$ cat config.mk
export PLATFORM = sky130hd
export DESIGN_NAME = dmem_responder
export DESIGN_NICKNAME = d
export VERILOG_FILES = /design/src/rtl/dmem_responder_pkg.sv /design/src/rtl/dmem_array.sv /design/src/rtl/dmem_responder.sv
export SDC_FILE = /design/constraint.sdc
export NUM_CORES = 2
export LEC_CHECK = 0
export ABC_AREA = 1
export ABC_CLOCK_PERIOD_IN_PS = 5800
export BUFFER_PORTS_ARGS = -buffer_cell sky130_fd_sc_hd__buf_2
export CORE_ASPECT_RATIO = 0.9
export CORE_MARGIN = 2
export CORE_UTILIZATION = 56
export DETAILED_ROUTE_END_ITERATION = 12
export GPL_ROUTABILITY_DRIVEN = 0
export GPL_TIMING_DRIVEN = 0
export PLACE_DENSITY = 0.82
export REMOVE_ABC_BUFFERS = 1
export SETUP_SLACK_MARGIN = 0.02
export SLEW_MARGIN = 5
export SYNTH_ARGS = -nofsm -noshare
export SYNTH_HDL_FRONTEND = slang
export SYNTH_SLANG_ARGS = --single-unit
$ cat constraint.sdc
create_clock -name clk_i -period 5.8 [get_ports clk_i]
set_input_delay 0.58 -clock clk_i [delete_from_list [all_inputs] [get_ports clk_i]]
set_output_delay 0.58 -clock clk_i [all_outputs]
set_load 0.01 [all_outputs]
$ cat src/rtl/dmem_responder_pkg.sv
// -----------------------------------------------------------------------------
// dmem_responder_pkg
// Shared types and defaults for the data-memory responder.
//   dmem_state_e   responder FSM state encoding
//   DMEM_DATA_W    default data word width
//   DMEM_ADDR_W    default address width (depth = 2**DMEM_ADDR_W)
//   DMEM_MAX_WAIT  largest legal number of wait states
// -----------------------------------------------------------------------------
package dmem_responder_pkg;

    localparam int unsigned DMEM_DATA_W   = 8;
    localparam int unsigned DMEM_ADDR_W   = 8;
    localparam int unsigned DMEM_MAX_WAIT = 15;

    typedef enum logic [1:0] {
        IDLE = 2'd0,
        WAIT = 2'd1,
        RESP = 2'd2
    } dmem_state_e;

endpackage

$ cat src/rtl/dmem_array.sv
// -----------------------------------------------------------------------------
// dmem_array
// 2**ADDR_W x DATA_W storage: synchronous write, asynchronous read, no reset.
// Ports:
//   clk_i    in   clock
//   we_i     in   write enable, commits wdata_i at addr_i on the rising edge
//   addr_i   in   word address shared by read and write
//   wdata_i  in   write data
//   rdata_o  out  combinational read of the word at addr_i
// -----------------------------------------------------------------------------
module dmem_array
    import dmem_responder_pkg::*;
#(
    parameter int unsigned DATA_W = DMEM_DATA_W,
    parameter int unsigned ADDR_W = DMEM_ADDR_W
) (
    input  logic              clk_i,
    input  logic              we_i,
    input  logic [ADDR_W-1:0] addr_i,
    input  logic [DATA_W-1:0] wdata_i,
    output logic [DATA_W-1:0] rdata_o
);

    logic [DATA_W-1:0] mem_q [2**ADDR_W];

    always_ff @(posedge clk_i) begin
        if (we_i) begin
            mem_q[addr_i] <= wdata_i;
        end
    end

    assign rdata_o = mem_q[addr_i];

endmodule

$ cat src/rtl/dmem_responder.sv
// -----------------------------------------------------------------------------
// dmem_responder
// Far end of the data-memory address path: accepts one request at a time,
// reads or writes the storage array, and returns a registered response.
// Ports:
//   clk_i        in   clock
//   rst_ni       in   asynchronous active-low reset
//   req_valid_i  in   request present
//   req_ready_o  out  responder can accept a request (registered)
//   req_we_i     in   1 = write, 0 = read
//   req_addr_i   in   word address
//   req_wdata_i  in   write data
//   rsp_valid_o  out  response present (registered)
//   rsp_ready_i  in   consumer takes the response
//   rsp_rdata_o  out  read data, or echo of the written data for writes
//   rsp_we_o     out  response belongs to a write
//
// state | meaning
// ------+---------------------------------------------------------------
// IDLE  | ready for a request; a write commits on the accept edge
// WAIT  | counting down wait states before the response
// RESP  | response held on the outputs until rsp_ready_i
// -----------------------------------------------------------------------------
module dmem_responder
    import dmem_responder_pkg::*;
#(
    parameter int unsigned DATA_W      = DMEM_DATA_W,
    parameter int unsigned ADDR_W      = DMEM_ADDR_W,
    parameter int unsigned WAIT_CYCLES = 0
) (
    input  logic              clk_i,
    input  logic              rst_ni,
    input  logic              req_valid_i,
    output logic              req_ready_o,
    input  logic              req_we_i,
    input  logic [ADDR_W-1:0] req_addr_i,
    input  logic [DATA_W-1:0] req_wdata_i,
    output logic              rsp_valid_o,
    input  logic              rsp_ready_i,
    output logic [DATA_W-1:0] rsp_rdata_o,
    output logic              rsp_we_o
);

    if (WAIT_CYCLES > DMEM_MAX_WAIT) begin : g_bad_wait_cycles
        $fatal(1, "dmem_responder: WAIT_CYCLES=%0d outside 0..15", WAIT_CYCLES);
    end

    // Counter is loaded with WAIT_CYCLES-1 so WAIT lasts exactly WAIT_CYCLES cycles.
    localparam logic [3:0] WAIT_LOAD = (WAIT_CYCLES > 0) ? 4'(WAIT_CYCLES - 1) : 4'd0;

    dmem_state_e       state_q, state_d;
    logic [3:0]        cnt_q, cnt_d;
    logic [ADDR_W-1:0] addr_q, addr_d;
    logic              we_q, we_d;
    logic [DATA_W-1:0] wdata_q, wdata_d;
    logic              req_ready_q, req_ready_d;
    logic              rsp_valid_q, rsp_valid_d;
    logic [DATA_W-1:0] rsp_rdata_q, rsp_rdata_d;
    logic              rsp_we_q, rsp_we_d;

    logic              arr_we;
    logic [ADDR_W-1:0] arr_addr;
    logic [DATA_W-1:0] arr_rdata;

    dmem_array #(
        .DATA_W (DATA_W),
        .ADDR_W (ADDR_W)
    ) u_array (
        .clk_i   (clk_i),
        .we_i    (arr_we),
        .addr_i  (arr_addr),
        .wdata_i (wdata_d),
        .rdata_o (arr_rdata)
    );

    always_comb begin
        state_d     = state_q;
        cnt_d       = cnt_q;
        addr_d      = addr_q;
        we_d        = we_q;
        wdata_d     = wdata_q;
        rsp_rdata_d = rsp_rdata_q;
        rsp_we_d    = rsp_we_q;
        arr_we      = 1'b0;
        // In IDLE the array looks at the live request address so a zero-wait
        // read can be sampled on the accept edge; otherwise the latched one.
        arr_addr    = addr_q;

        case (state_q)
            IDLE: begin
                arr_addr = req_addr_i;
                if (req_valid_i && req_ready_q) begin
                    addr_d  = req_addr_i;
                    we_d    = req_we_i;
                    wdata_d = req_wdata_i;
                    arr_we  = req_we_i;
                    if (WAIT_CYCLES > 0) begin
                        state_d = WAIT;
                        cnt_d   = WAIT_LOAD;
                    end else begin
                        state_d     = RESP;
                        rsp_we_d    = req_we_i;
                        rsp_rdata_d = req_we_i ? req_wdata_i : arr_rdata;
                    end
                end
            end
            WAIT: begin
                if (cnt_q == 4'd0) begin
                    state_d     = RESP;
                    rsp_we_d    = we_q;
                    rsp_rdata_d = we_q ? wdata_q : arr_rdata;
                end else begin
                    cnt_d = cnt_q - 4'd1;
                end
            end
            RESP: begin
                if (rsp_ready_i) begin
                    state_d = IDLE;
                end
            end
            default: begin
                state_d = IDLE;
            end
        endcase

        req_ready_d = (state_d == IDLE);
        rsp_valid_d = (state_d == RESP);
    end

    always_ff @(posedge clk_i or negedge rst_ni) begin
        if (!rst_ni) begin
            state_q     <= IDLE;
            cnt_q       <= '0;
            addr_q      <= '0;
            we_q        <= 1'b0;
            wdata_q     <= '0;
            req_ready_q <= 1'b1;
            rsp_valid_q <= 1'b0;
            rsp_rdata_q <= '0;
            rsp_we_q    <= 1'b0;
        end else begin
            state_q     <= state_d;
            cnt_q       <= cnt_d;
            addr_q      <= addr_d;
            we_q        <= we_d;
            wdata_q     <= wdata_d;
            req_ready_q <= req_ready_d;
            rsp_valid_q <= rsp_valid_d;
            rsp_rdata_q <= rsp_rdata_d;
            rsp_we_q    <= rsp_we_d;
        end
    end

    assign req_ready_o = req_ready_q;
    assign rsp_valid_o = rsp_valid_q;
    assign rsp_rdata_o = rsp_rdata_q;
    assign rsp_we_o    = rsp_we_q;

endmodule

After elaboration in Yosys (flattened, before gate mapping)
Memory sizes are Yosys's and may differ from the RTL's. Index checks and enable logic that the tools add are counted.

Add/subtract/negate cells: 1. Equal/unequal tests: 5. Mux-type cells: 19. Bitwise operators: 1. Reduce and logical (&&, ||, !) cells: 8.

Operators by type and width (count): 8-bit 2-to-1 mux (7); 8-bit case mux with 2 select lines (1); 1-bit 2-to-1 mux (6); 2-bit 2-to-1 mux (3); 2-bit case mux with 3 select lines (1); 2-bit == test (second input constant) (2); 2-bit zero test (2); 4-bit zero test (1); 2-bit != test (second input constant) (2); 2-bit AND reduction (2); 4-bit by 1-bit subtractor with 4-bit output (second input constant) (1); 3-bit AND reduction (1); 2-bit by 1-bit == test with 1-bit output (second input constant) (1); 1-bit case mux with 2 select lines (1); 2-bit nonzero test (1); 1-bit logical AND (1); 1-bit NOT (1).

Bits in registers: 34. Bits in writable memories: 2048. Bits of input ports: 21. Logic and storage cells: 44. Memories kept: 1.

Memories: u_array.mem_q (depth 256, bits a word 8, rd ports 1, clocked after memory_dff 0, wr ports 1, RTL line dmem_array.sv:24) `logic [DATA_W-1:0] mem_q [2**ADDR_W];`.

Logic depth before layout (Yosys ltp)
An unclocked memory read counts as a cell.

Word-level depth: 6. Mapped depth: 21. Depth with buffers taken out: 18.

By module
Synthesis repeated with hierarchy kept, for this count alone.

Cells, all modules: 8259. Area, all modules: 86568.0 µm².

Modules (own cells, without submodules): dmem_array (times used 1, cells an instance 8013, area an instance 84696.2 µm², seq. area each 61499.0 µm²); dmem_responder (times used 1, cells an instance 246, area an instance 1871.8 µm², seq. area each 852.1 µm²).

Least setup slack after synthesis
No wires, ideal clock.

Path kind: register to register. From: register state_q[0]. To: memory u_array.mem_q[0][0] in the netlist's numbering, data pin. Setup time: 825 ps. Data arrival time: 4566 ps. Setup slack: 409 ps. Stages on the path, launching flop included: 8. Path buffers: 2. Clock period less this slack: 5391 ps. Cell sequence: dfrtp_1 > nor2_8 > buf_6 > nand3_1 > clkinv_1 > clkbuf_1 > nand2_1 > nand2_1.

Word-level cells in the longest chain between the ends: 2.

RTL lines: start: declaration (RTL line dmem_responder.sv:51) `dmem_state_e state_q, state_d;`; start signal: assignment (RTL line dmem_responder.sv:142) `state_q <= state_d;`; 2-bit zero test (RTL line dmem_responder.sv:89) `case (state_q)`; 8-bit 2-to-1 mux (RTL line dmem_responder.sv:89); net u_array.wdata_i[0] (RTL line dmem_array.sv:20) `input logic [DATA_W-1:0] wdata_i,`; end: declaration (RTL line dmem_array.sv:24).

The timed path passes the listed nets, and every way through them passes these cells.

Worst setup path in the final report
From: register state_q[0]. To: memory u_array.mem_q[135][1] in the netlist's numbering (enable).

Word-level cells in the longest chain between the ends: 4. Elaborated cells on any way between the ends: 5. Classes of those cells: mux: 4; reduce/logical: 1.

RTL lines: 2-bit zero test * (RTL line dmem_responder.sv:89); 1-bit 2-to-1 mux (RTL line dmem_responder.sv:89); 1-bit 2-to-1 mux (RTL line dmem_array.sv:27) `if (we_i) begin`; 1-bit 2-to-1 mux (implied by the code) (RTL line dmem_array.sv:28) `mem_q[addr_i] <= wdata_i;`.

Every way passes the cells marked *; elsewhere a longest branch is shown, timed or not.

==> results.yml <==
run_status:
  outcome: "finished, final reports clean"
synthesis:
  synth_seq_cells: 2082
  synth_cell_types: 30
  yosysWarnings: 0
  syn-mean-instance-area_um2: 10.2
  synth_area_mm2: 0.0881
  postSynthCellCount: 8606
  synth.top_cells.by_area: "edfxtp_1, nand2_1, nand3_1, buf_2, nor2_1"
  synth_top_cell_by_area: "edfxtp_1"
  yosysSeqAreaShare_pct: 70.8
  yosys.area.top_type_share_pct: 69.8
sta:
  min_period_over_period_pct: 96.6
  setup_viol: 0
  fmax_mhz: 178
  hold_violations: 0
  period_minus_slack_ns: 5.60
  worstMarginPinSlew_ns: 1.39
  slew_headroom_pct: 6.71
  fin_tns_setup_ns: 0
  rsz0062_at_grt: "false"
  finalClockSkew_ns: 0.0488
  slew_violations: 0
cells_and_area:
  instances_no_fill: 10700
  layout.nets: 8491
  drive_gt1_share_pct: 5.20
  final_common_cell: "nand2_1"
  fillers: 11100
  syn_to_final_growth_pct: 10.7
  most-common-layout-cells: "nand2_1, edfxtp_1, nor2_1, nand3_1, clkbuf_16"
  post-route-util_pct: 62.2
  stdcell_area_mm2: 0.0975
worst_setup_path:
  crit_family: "simple AND/OR/NAND/NOR gates"
  critPathMostFrequentCell: "buf_12"
  crit_slowest_cell: "nor2_1"
  crit_fanout: 124
  worstPathRequired_ns: 6.25
  end_kind: "flop"
  crit_chain: "nor2_8, nand2_1, o21ai_4, buf_12, buf_12, buf_12, buf_12, inv_8, buf_16, buf_16, nor3_2, nand2_2, buf_16, nor2_1"
  cp-start-kind: "flop"
  slowest_delay_ns: 0.66
  path_buf_inv: 8
  crit_type: "flop to flop"
  cp.arrival_ns: 6.05
floorplanning:
  die_w_um: 422
  die_h_um: 380
  core-area_mm2: 0.157
  rows: 138
  start_util_pct: 56.2
  dieArea_mm2: 0.160
  ios: 32
clock_network:
  clk_pin_slew_ns: 0.07
  h-tree-depth: 4
  cts_tree: "built"
  cts_buffers: 194
  cts_setup_buffers: 0
  clockBufferDepth: 3
  worstSkewPairLatency_ns: 0.85
  cts_sinks: 2082
  cts-root-buf: "clkbuf_16"
min_path:
  min_path_type: "primary input to flop"
placement:
  placed_cells: 10400
  hpwl_um: 130000
  port_buffers: 31
  dpl_cell_area_mm2: 0.0913
pwr:
  ir_drop_uv: 495
  pwr-share-clk_pct: 26.3
  p_switching_uw: 17500
  p_leak_uw: 0.0396
  switching_share_pct: 37.0
  combinationalPowerShare_pct: 33.5
  p_int_uw: 29800
  powerDensity_mw_per_mm2: 485
  seqPwrFrac_pct: 40.2
routing:
  drt_iter0_markers: 9182
  vias_per_cell: 5.82
  wl_per_cell_um: 21.3
  drt.antenna.violating_nets: 0
  dr.pass1.iters: 7
  drc: 0
  wl_um: 229000
  num_vias: 62500
grt:
  overflow: 0
  first_global_vias: 60700
  antenna_found_initial: 2
  grt_usage_pct: 28.0
  grt_max_degree: 148
  grt_pass1_wl_um: 346000
flow_run:
  maxCapViolCount: 0
[tightest hold or removal path, cell delays in order]
cell and delay (ns):
buf_2 0.10, inv_1 0.06, o21ai_0 0.09
[cell type report]
cell class | count | area (µm²) | area share (%)
flip-flops and latches | 2082 | 62400 | 63.9
multi-input cells | 6019 | 23600 | 24.2
clock buffers | 265 | 5300 | 5.43
repair buffers | 139 | 2690 | 2.76
well taps | 2100 | 2630 | 2.69
clock inverters | 97 | 850 | 0.871
inverters | 33 | 131 | 0.135
diodes | 1 | 2.50 | 0.00257
[repair_timing]
item	in CTS	in global routing
resized for setup	0	2
hold buffers	5	0
endpoints found under the hold margin	37	0
setup endpoints to repair	0	81
[registers in the layout (all words and copies together), names as in the netlist]
signal and flops:
rsp_we_o 1, u_array.mem_q 2048, rsp_rdata_o 8, req_ready_o 1
addr_q 8, rsp_valid_o 1, cnt_q 4, wdata_q 8
we_q 1, state_q 2
[layer usage]
layer | share of wire, % | track usage [%] | vias to the layer above
met5 | 0.012 | 0 | -
met3 | 13 | 6.67 | 818
li1 | - | - | 27900
met4 | 5.7 | 14.9 | 4
met1 | 35 | 36.4 | 29500
met2 | 46 | 43.9 | 4259
[per-stage QoR]
stage / worst slack (ns) / hold WS (ns) / total power (µW)
3_5_place_dp: 0.280 / 0.478 / 34500
2_1_floorplan: -37.23 / 0.284 / 29800
4_1_cts: 0.230 / 0.0359 / 46800
6_report: 0.197 / 0.0655 / 47300
5_1_grt: 0.0229 / 0.0645 / 49100
3_3_place_gp: -103.35 / 0.465 / 32300
[final timing paths]
kind	end	depth (start not counted)	start	slack (ns)
worst max-delay path	u_array.mem_q[135][1]$_DFFE_PP_	14	state_q[0]$_DFF_PN0_	0.20
worst min-delay path	addr_q[6]$_DFFE_PN0P_	3	req_addr_i[6]	0.07
worst max register to register	u_array.mem_q[135][1]$_DFFE_PP_	14	state_q[0]$_DFF_PN0_	0.20
worst min register to register	addr_q[5]$_DFFE_PN0P_	2	addr_q[5]$_DFFE_PN0P_	0.50
max in group asynchronous	rsp_rdata_o[6]$_DFFE_PN0P_	2	rst_ni	4.66
min in group asynchronous	addr_q[4]$_DFFE_PN0P_	2	rst_ni	0.46
[synth_stat cells]
cell type / count
buf_4: 17
inv_2: 7
a221oi_1: 8
nor4_1: 1
o21ai_0: 42
buf_2: 289
nor2_4: 2
nand2_4: 2
nand3_1: 329
nor2_8: 1
clkinv_1: 2
o21ai_2: 3
nand2_2: 2
clkbuf_1: 103
inv_1: 24
dfstp_2: 1
a21oi_1: 8
ha_1: 1
nand2_1: 5148
o21ai_1: 103
buf_6: 7
xnor2_1: 1
edfxtp_1: 2048
nor3_1: 1
xor2_1: 1
dfrtp_1: 33
nor2_1: 359
nor3_2: 4
buf_1: 56
nor2_2: 3
[power by group through the flow]
stage               Combinational, µW  Sequential (µW)  Clock, µW
floorplan                        9730            20100          0
global placement                12400            19900          0
detailed placement              15200            19300          0
CTS                             15400            19000      12400
global route                    17000            19000      13000
finish                          15900            19000      12400
[logic make-up (layout without fill, tap and decap cells)]
group                    after synthesis  in the layout  synth area share, %
AND/OR/NAND/NOR                     5852           5852                 25.5
XOR/XNOR                               2              2               0.0199
other                                  0              1                    0
AO/OA/AOI/OAI                        164            164                0.979
flip-flops                          2082           2082                 70.8
buffers and inverters                505            534                 2.69
adder cells (fa/ha/maj)                1              1               0.0142
(Power assumes the default switching activity.)
